--- src/rtl/inner_mem_handler.sv ---
// inner_mem_handler: executes one CPU load/store at a time against a
// word-addressed, byte-enabled synchronous RAM with one-cycle read latency.
// Loads are assembled little-endian and sign/zero extended into data_in.
// Optional feature macro: MISALIGNED_SPLIT_EN
//   defined   - word-crossing accesses are split into two RAM word accesses
//   undefined - misaligned accesses are forced to natural alignment and run
//               as a single access; misaligned still pulses with done
module inner_mem_handler #(
  parameter int ADDR_WIDTH = 10
) (
  input  logic                  clk,
  input  logic                  rst_n,
  input  logic                  req,
  input  logic                  MemRW,
  input  logic [2:0]            RWType,
  input  logic [31:0]           addr_out,
  input  logic [31:0]           data_out,
  output logic [31:0]           data_in,
  output logic                  stall,
  output logic                  done,
  output logic                  misaligned,
  output logic                  ram_en,
  output logic [3:0]            ram_we,
  output logic [ADDR_WIDTH-1:0] ram_addr,
  output logic [31:0]           ram_wdata,
  input  logic [31:0]           ram_rdata
);

  localparam logic [1:0] SZ_BYTE = 2'b00;
  localparam logic [1:0] SZ_HALF = 2'b01;
  localparam logic [1:0] SZ_WORD = 2'b10;

`ifdef MISALIGNED_SPLIT_EN
  typedef enum logic [1:0] {
    S_IDLE   = 2'd0,
    S_FIRST  = 2'd1,
    S_SECOND = 2'd2,
    S_RESP   = 2'd3
  } state_t;
`else
  typedef enum logic [1:0] {
    S_IDLE  = 2'd0,
    S_FIRST = 2'd1,
    S_RESP  = 2'd3
  } state_t;
`endif

  // funct3[1:0] -> access size; 10 and 11 both mean word
  function automatic logic [1:0] size_decode(input logic [1:0] f);
    case (f)
      2'b00:   size_decode = SZ_BYTE;
      2'b01:   size_decode = SZ_HALF;
      default: size_decode = SZ_WORD;
    endcase
  endfunction

  // Byte lanes touched by an access of the given size starting at lane 0
  function automatic logic [3:0] lane_mask(input logic [1:0] sz);
    case (sz)
      SZ_BYTE: lane_mask = 4'b0001;
      SZ_HALF: lane_mask = 4'b0011;
      default: lane_mask = 4'b1111;
    endcase
  endfunction

  function automatic logic is_misaligned(input logic [1:0] sz, input logic [1:0] off);
    is_misaligned = ((sz == SZ_HALF) && off[0]) || ((sz == SZ_WORD) && (off != 2'b00));
  endfunction

  // Keep only the right-aligned bytes that the store actually writes
  function automatic logic [31:0] size_data(input logic [31:0] d, input logic [1:0] sz);
    case (sz)
      SZ_BYTE: size_data = {24'h0, d[7:0]};
      SZ_HALF: size_data = {16'h0, d[15:0]};
      default: size_data = d;
    endcase
  endfunction

  // Sign or zero extension of the right-aligned load bytes
  function automatic logic [31:0] extend(input logic [31:0] raw, input logic [1:0] sz,
                                         input logic uns);
    case (sz)
      SZ_BYTE: extend = uns ? {24'h0, raw[7:0]}  : {{24{raw[7]}}, raw[7:0]};
      SZ_HALF: extend = uns ? {16'h0, raw[15:0]} : {{16{raw[15]}}, raw[15:0]};
      default: extend = raw;
    endcase
  endfunction

`ifndef MISALIGNED_SPLIT_EN
  // Without splitting, misaligned accesses drop to their natural alignment
  function automatic logic [1:0] align_offset(input logic [1:0] sz, input logic [1:0] off);
    case (sz)
      SZ_BYTE: align_offset = off;
      SZ_HALF: align_offset = {off[1], 1'b0};
      default: align_offset = 2'b00;
    endcase
  endfunction
`endif

  state_t                  state;
  state_t                  next_state;

  logic [1:0]              in_size;
  logic [1:0]              in_off;
  logic                    in_mis;
  logic                    latch;

  logic                    store_q;
  logic                    unsigned_q;
  logic [1:0]              size_q;
  logic                    mis_q;
  logic [1:0]              off_q;
  logic [ADDR_WIDTH-1:0]   word_q;
  logic [31:0]             wdata_q;
  logic [31:0]             load_raw;

  // Byte-address bits above the RAM window are deliberately ignored
  logic                    unused_addr_hi;
  assign unused_addr_hi = ^addr_out[31:ADDR_WIDTH+2];

  assign in_size = size_decode(RWType[1:0]);
  assign in_mis  = is_misaligned(in_size, addr_out[1:0]);
  assign latch   = (state == S_IDLE) && req;

`ifdef MISALIGNED_SPLIT_EN
  logic                    in_split;
  logic                    split_q;
  logic [31:0]             low_buf;
  logic [63:0]             lane_data;
  logic [7:0]              lane_we;
  logic [63:0]             read_pair;

  assign in_off   = addr_out[1:0];
  assign in_split = ((in_size == SZ_HALF) && (addr_out[1:0] == 2'b11)) ||
                    ((in_size == SZ_WORD) && (addr_out[1:0] != 2'b00));

  // Store bytes laid out across two words; the upper word receives the spill
  assign lane_data = {32'h0, wdata_q} << {off_q, 3'b000};
  assign lane_we   = {4'h0, lane_mask(size_q)} << off_q;

  // Second word sits above the first so a right shift realigns the load bytes
  assign read_pair = split_q ? {ram_rdata, low_buf} : {32'h0, ram_rdata};
  assign load_raw  = 32'(read_pair >> {off_q, 3'b000});
`else
  logic [31:0]             lane_data;
  logic [3:0]              lane_we;

  assign in_off    = align_offset(in_size, addr_out[1:0]);
  assign lane_data = wdata_q << {off_q, 3'b000};
  assign lane_we   = lane_mask(size_q) << off_q;
  assign load_raw  = ram_rdata >> {off_q, 3'b000};
`endif

  // State register
  always_ff @(posedge clk or negedge rst_n) begin
    if (!rst_n) begin
      state <= S_IDLE;
    end else begin
      state <= next_state;
    end
  end

  // Control fields of the request, captured when it is accepted in IDLE
  always_ff @(posedge clk or negedge rst_n) begin
    if (!rst_n) begin
      store_q    <= 1'b0;
      unsigned_q <= 1'b0;
      size_q     <= SZ_BYTE;
      mis_q      <= 1'b0;
`ifdef MISALIGNED_SPLIT_EN
      split_q    <= 1'b0;
`endif
    end else if (latch) begin
      store_q    <= MemRW;
      unsigned_q <= RWType[2];
      size_q     <= in_size;
      mis_q      <= in_mis;
`ifdef MISALIGNED_SPLIT_EN
      split_q    <= in_split;
`endif
    end
  end

  // Address and store data of the request; only consumed after acceptance
  always_ff @(posedge clk) begin
    if (latch) begin
      off_q   <= in_off;
      word_q  <= addr_out[ADDR_WIDTH+1:2];
      wdata_q <= size_data(data_out, in_size);
    end
  end

`ifdef MISALIGNED_SPLIT_EN
  // Lower word of a split load arrives while SECOND issues the upper word
  always_ff @(posedge clk) begin
    if (state == S_SECOND) begin
      low_buf <= ram_rdata;
    end
  end
`endif

  // Load result register; stores leave it untouched
  always_ff @(posedge clk or negedge rst_n) begin
    if (!rst_n) begin
      data_in <= 32'h0;
    end else if ((state == S_RESP) && !store_q) begin
      data_in <= extend(load_raw, size_q, unsigned_q);
    end
  end

  // Next-state decode and RAM strobes; the RAM is driven only in FIRST/SECOND
  always_comb begin
    next_state = state;
    ram_en     = 1'b0;
    ram_we     = 4'b0000;
    ram_addr   = '0;
    ram_wdata  = 32'h0;
    done       = 1'b0;
    case (state)
      S_IDLE: begin
        if (req) begin
          next_state = S_FIRST;
        end
      end
      S_FIRST: begin
        ram_en    = 1'b1;
        ram_addr  = word_q;
        ram_we    = store_q ? lane_we[3:0] : 4'b0000;
        ram_wdata = store_q ? lane_data[31:0] : 32'h0;
`ifdef MISALIGNED_SPLIT_EN
        next_state = split_q ? S_SECOND : S_RESP;
`else
        next_state = S_RESP;
`endif
      end
`ifdef MISALIGNED_SPLIT_EN
      S_SECOND: begin
        ram_en     = 1'b1;
        ram_addr   = word_q + ADDR_WIDTH'(1);
        ram_we     = store_q ? lane_we[7:4] : 4'b0000;
        ram_wdata  = store_q ? lane_data[63:32] : 32'h0;
        next_state = S_RESP;
      end
`endif
      S_RESP: begin
        done       = 1'b1;
        next_state = S_IDLE;
      end
      default: begin
        next_state = S_IDLE;
      end
    endcase
  end

  assign misaligned = done && mis_q;
  assign stall      = req && !done;

endmodule

--- config.mk ---
export PLATFORM = sky130hd
export DESIGN_NAME = inner_mem_handler
export DESIGN_NICKNAME = d
export VERILOG_FILES = /design/src/rtl/inner_mem_handler.sv
export SDC_FILE = /design/constraint.sdc
export NUM_CORES = 1
export LEC_CHECK = 0
export ABC_AREA = 1
export CAP_MARGIN = 25
export CELL_PAD_IN_SITES_DETAIL_PLACEMENT = 1
export CELL_PAD_IN_SITES_GLOBAL_PLACEMENT = 2
export CORE_MARGIN = 3
export CORE_UTILIZATION = 25
export CTS_CLUSTER_SIZE = 24
export DETAILED_ROUTE_END_ITERATION = 8
export PLACE_DENSITY_LB_ADDON = 0.1
export SLEW_MARGIN = 20
export SYNTH_ARGS = -nofsm -noshare
export SYNTH_HDL_FRONTEND = slang
export SYNTH_SLANG_ARGS = --single-unit
--- constraint.sdc ---
create_clock -name clk -period 5.3 [get_ports clk]
set_input_delay 1.06 -clock clk [delete_from_list [all_inputs] [get_ports clk]]
set_output_delay 1.06 -clock clk [all_outputs]
set_load 0.005 [all_outputs]
### After elaboration in Yosys (flattened, before gate mapping)

Index checks and enable logic that the tools add are counted.
Widths: inputs -> output; s select.

| storage, ports and cells | value |
|---|---|
| output and inout bits | 82 |
| input bits | 103 |
| register bits | 83 |

| cells by class | value |
|---|---|
| muxes and demuxes | 16 |
| reduce and logical (&&, ||, !) cells | 14 |
| shifts and indexed selects | 3 |
| equal/unequal tests | 7 |

Operator list:

| kind | count |
|---|---|
| $mux 32 | 4 |
| $pmux 32 s2 | 2 |
| $shl 32x5->32 | 1 |
| $shr 32x5->32 | 1 |
| $pmux 2 s2 | 3 |
| $mux 10 | 1 |
| $eq 2x1->1 const B | 4 |
| $logic_not 2->1 | 4 |
| $mux 4 | 2 |
| $pmux 4 s2 | 1 |
| $logic_and 1x1->1 | 6 |
| $eq 2x2->1 const B | 2 |
| $shl 4x2->4 | 1 |
| $logic_not 1->1 | 2 |
| $mux 1 | 2 |
| $mux 2 | 1 |
| $ne 2x2->1 const B | 1 |
| $reduce_bool 2->1 | 1 |
| $logic_or 1x1->1 | 1 |

### Depth between registers and ports, before layout

| logic depth | value |
|---|---|
| depth in word-level cells | 5 |
| depth in mapped cells | 8 |

### Worst setup path after synthesis

No wires, ideal clock.

| timing path | value |
|---|---|
| path kind | input port to flip-flop |
| start point | in req |
| end point | reg size_q[0] |
| stages | 6 |
| setup slack | 1712 ps |
| data arrival time | 3503 ps |
| required time | 5215 ps |
| path buffers | 0 |
| path through | inv_1 > nor3_2 > inv_1 > nor2_1 > nand2_1 > o21ai_1 |

| on the way | value |
|---|---|
| cells in the longest elaborated chain, start to end | 1 |

RTL lines:

| item | line | RTL |
|---|---|---|
| from (decl) | 13 | `input logic req,` |
| $logic_and 1x1->1 | 123 | `assign latch = (state == S_IDLE) && req;` |
| net latch | 106 | `logic latch;` |
| to (signal assigned) | 176 | `size_q <= in_size;` |
| to (decl) | 110 | `logic [1:0] size_q;` |

The timed path passes the listed nets, and every way through them passes these cells.
A chain may end at the register's enable or synchronous reset.

### Final worst setup path

| timing path | value |
|---|---|
| start point | reg off_q[1] |
| end point | out ram_we[2] |

| on the way | value |
|---|---|
| cells in the longest elaborated chain, start to end | 3 |

RTL lines:

| item | line | RTL |
|---|---|---|
| from (decl) | 112 | `logic [1:0] off_q;` |
| from (signal assigned) | 187 | `off_q <= in_off;` |
| $shl 4x2->4 | 150 | `assign lane_we = lane_mask(size_q) << off_q;` |
| $mux 4 | 228 | `ram_we = store_q ? lane_we[3:0] : 4'b0000;` |
| $mux 4 | 219 | `case (state)` |
| to (decl) | 23 | `output logic [3:0] ram_we,` |

Every way passes these cells.

==> metrics.txt <==
# TYPE chip_impl_metric gauge
chip_impl_info{name="status",value="finished, final reports clean"} 1
chip_impl_metric{name="setup_fix_buffers_added_after_clock_tree_synthesis",unit=""} 0
chip_impl_metric{name="route.antenna.remaining_nets",unit=""} 0
chip_impl_metric{name="synth_edf_count",unit=""} 44
chip_impl_metric{name="postSynthRegisterBits",unit=""} 83
chip_impl_metric{name="postSynthAreaPerCell",unit="µm²"} 7.98
chip_impl_metric{name="final-max-slew-violation-count",unit=""} 0
chip_impl_metric{name="vdd_ir_drop_max",unit="mV"} 0.196
chip_impl_metric{name="min_period",unit="ps"} 4110
chip_impl_metric{name="dp_hpwl",unit="mm"} 11.2
chip_impl_metric{name="die-area",unit="µm²"} 19700
chip_impl_metric{name="count_of_h_tree_levels_built_during_cts",unit=""} 3
chip_impl_metric{name="total_power_per_unit_cell_area",unit="nW/µm²"} 451
chip_impl_metric{name="core",unit="µm²"} 17500
chip_impl_metric{name="layout-drive-gt1-share",unit=""} 0.0848
chip_impl_metric{name="die_y",unit="µm"} 140
chip_impl_metric{name="dp_cells",unit=""} 928
chip_impl_metric{name="routedWlPerCell",unit="µm"} 16.3
chip_impl_metric{name="yosys.cell_types.count",unit=""} 28
chip_impl_metric{name="postCtsResizedCells",unit=""} 0
chip_impl_metric{name="share_seq_of_total_power",unit=""} 0.347
chip_impl_metric{name="antenna_cells_inserted",unit=""} 0
chip_impl_metric{name="sw_frac_of_total",unit=""} 0.364
chip_impl_metric{name="detailedRoute.firstIterationViolations",unit=""} 173
chip_impl_metric{name="max-clock-path-buffers",unit=""} 2
chip_impl_info{name="synth.top_cells.by_count",value="nand2_1, inv_1, nor2_1"} 1
chip_impl_metric{name="synth.yosys.warnings",unit=""} 0
chip_impl_metric{name="port_buffers",unit=""} 164
chip_impl_metric{name="critical_path_required",unit="ps"} 4240
chip_impl_metric{name="combinational_fraction_of_design_power",unit=""} 0.447
chip_impl_metric{name="syn_to_final_growth",unit="%"} 46.3
chip_impl_metric{name="syn-num-nets",unit=""} 668
chip_impl_metric{name="fillers",unit=""} 2081
chip_impl_info{name="worst_setup_path_end_kind",value="output port"} 1
chip_impl_metric{name="postRouteWirelength",unit="mm"} 15.4
chip_impl_metric{name="holdWs",unit="ps"} 476
chip_impl_metric{name="antenna_found_initial",unit=""} 0
chip_impl_metric{name="postSynth.asyncResetShare",unit=""} 0.470
chip_impl_metric{name="insertion_delay",unit="ps"} 350
chip_impl_metric{name="fin_cells",unit=""} 944
chip_impl_info{name="setup_repair_after_global_routing_missed_its_margin",value="no"} 1
chip_impl_metric{name="finalSetupViolations",unit=""} 0
chip_impl_metric{name="first_pass_grt_wire_length",unit="mm"} 24.8
chip_impl_metric{name="grt.total_usage",unit=""} 0.161
chip_impl_metric{name="floorplan.initialDensity",unit=""} 0.258
chip_impl_metric{name="drcViolationCount",unit=""} 0
chip_impl_metric{name="vias",unit=""} 4223
chip_impl_metric{name="p_clk_frac",unit=""} 0.207
chip_impl_metric{name="grt_overflow_total",unit=""} 0
chip_impl_metric{name="post-synth-top-area-fraction",unit=""} 0.293
chip_impl_metric{name="arrival",unit="ps"} 3050
chip_impl_metric{name="viasPerCell",unit=""} 4.47
chip_impl_metric{name="cts-buffers-inserted",unit=""} 9
chip_impl_metric{name="final-seq-area",unit="µm²"} 2300
chip_impl_metric{name="totalNegativeSetupSlack",unit="ps"} 0
chip_impl_info{name="netlist_top_cells_area",value="edfxtp_1, dfrtp_1, nand2_1"} 1
chip_impl_metric{name="clkTransAtPathRegs",unit="ps"} 70
chip_impl_metric{name="first_global_vias",unit=""} 4620
chip_impl_metric{name="gp_congestion",unit=""} 0.783
chip_impl_metric{name="fmax",unit="MHz"} 243
chip_impl_metric{name="final.period_utilization",unit=""} 0.776
chip_impl_metric{name="final.setup_skew",unit="ps"} 5.26
chip_impl_metric{name="pin_count_of_the_biggest_net_entering_global_routing",unit=""} 66
chip_impl_metric{name="ys_seq_area_frac",unit=""} 0.509
chip_impl_metric{name="first_pass_iters",unit=""} 4
chip_impl_metric{name="multiInputGateArea",unit="µm²"} 1750
chip_impl_metric{name="count_of_maximum_capacitance_violations",unit=""} 0
chip_impl_metric{name="relSlewSlack",unit=""} 0.426
chip_impl_info{name="synth_most_common_cell",value="nand2_1"} 1
chip_impl_info{name="clockRootBuffer",value="clkbuf_16"} 1
chip_impl_metric{name="report.final.hold_viol_count",unit=""} 0
chip_impl_metric{name="synthesized_instance_count",unit=""} 565
chip_impl_metric{name="final_stage_net_count",unit=""} 817
chip_impl_info{name="critical_path_class",value="reg -> out"} 1
chip_impl_metric{name="critical_path_maximum_fanout",unit=""} 41
chip_impl_metric{name="die_x",unit="µm"} 140
chip_impl_metric{name="hold_buffers",unit=""} 0
chip_impl_info{name="cp-start-kind",value="register"} 1
chip_impl_info{name="post-synth-top-area-cell",value="edfxtp_1"} 1
chip_impl_metric{name="cell_area_after_technology_mapping",unit="µm²"} 4510
chip_impl_metric{name="timing_worst_slew_pin_value",unit="ps"} 857
chip_impl_metric{name="p_leak",unit="nW"} 3.00
chip_impl_metric{name="io_pins",unit=""} 185
chip_impl_info{name="synth_flop_cell",value="edfxtp_1"} 1
chip_impl_metric{name="rows",unit=""} 48
chip_impl_metric{name="net-switching-power",unit="mW"} 1.08
chip_impl_metric{name="power_report.internal_total",unit="mW"} 1.89
chip_impl_info{name="class_of_the_worst_hold_path",value="reg -> reg"} 1
chip_impl_info{name="tritoncts_clock_tree",value="done"} 1
chip_impl_metric{name="cts.sink_count",unit=""} 83
[placed cells by master, fill, tap and decap left out, drive strengths merged, types with 5 or more instances in the layout]
master and instances:
nand2 185, clkdlybuf4s50 163, inv 86, nor2 56, edfxtp 44, dfrtp 39
nand3 37, a21oi 21, or2 16, o211ai 14, o21ai 13, o22ai 9
clkbuf 9, a31oi 8, mux2i 8, buf 5
[metrics by stage]
| step | util | worst slack [ps] | area, µm² | power (mW) |
|---|---|---|---|---|
| CTS | 0.377 | 1090 | 6600 | 3.05 |
| detailed placement | 0.361 | 1500 | 6310 | 2.41 |
| finish | 0.378 | 1190 | 6600 | 2.98 |
| global placement | 0.360 | 1500 | 6300 | 2.38 |
| global route | 0.378 | 966 | 6600 | 3.22 |
| floorplan | - | 1710 | 4510 | 1.72 |
[power groups by stage]
stage | Clock (mW) | Sequential (mW) | Combinational [mW]
floorplan | 0 | 1.04 | 0.688
finish | 0.615 | 1.03 | 1.33
global route | 0.667 | 1.06 | 1.50
global placement | 0 | 1.04 | 1.34
detailed placement | 0 | 1.05 | 1.36
CTS | 0.641 | 1.04 | 1.37
[metal layers]
metal,track usage,share of wire,vias to the layer above
li1,-,-,2090
met1,0.195,0.43,1998
met2,0.275,0.49,126
met3,0.0597,0.072,9
met4,0.0316,0.011,0
met5,0,0,-
[worst max-delay path, stage by stage, from the launching register on]
cell             delay (ps)
edfxtp_1                660
inv_2                   690
nand2_2                 390
o21ai_0                 390
clkdlybuf4s50_1         570
[path summary, 6_finish.rpt]
kind                        startpoint           to  slack (ps)  cells after the start
setup / recovery              off_q[1]    ram_we[2]        1190                      4
hold / removal             data_in[11]  data_in[11]         480                      2
setup reg to reg              off_q[1]  data_in[16]        2820                      6
hold reg to reg            data_in[11]  data_in[11]         480                      2
max in group asynchronous        rst_n    size_q[0]        4200                      1
min in group asynchronous        rst_n  data_in[12]         680                      1
[registers in the layout, indices dropped and copies added, names as in the netlist]
signal,flops
size_q,2
store_q,1
wdata_q,32
data_in,32
state,2
word_q,10
off_q,2
unsigned_q,1
mis_q,1
[cell families (layout without fill, tap and decap cells)]
| kind of cell | Yosys count | count (layout) | share of synthesized area |
|---|---|---|---|
| muxes | 8 | 8 | 0.0178 |
| AOI/OAI and AO/OA | 65 | 65 | 0.0913 |
| and+or+nand+nor | 297 | 297 | 0.279 |
| buffers and inverters | 112 | 266 | 0.103 |
| DFF | 83 | 83 | 0.509 |
[layout make-up]
| cell class | count | area share |
|---|---|---|
| sequential | 83 | 0.348 |
| timing repair buffer | 168 | 0.254 |
| clock buffer | 9 | 0.0341 |
| tap | 225 | 0.0427 |
| clock inverter | 7 | 0.00891 |
| inverter | 82 | 0.0467 |
| multi-input combinational | 370 | 0.266 |
No activity file was read; power rests on OpenSTA's default activity.
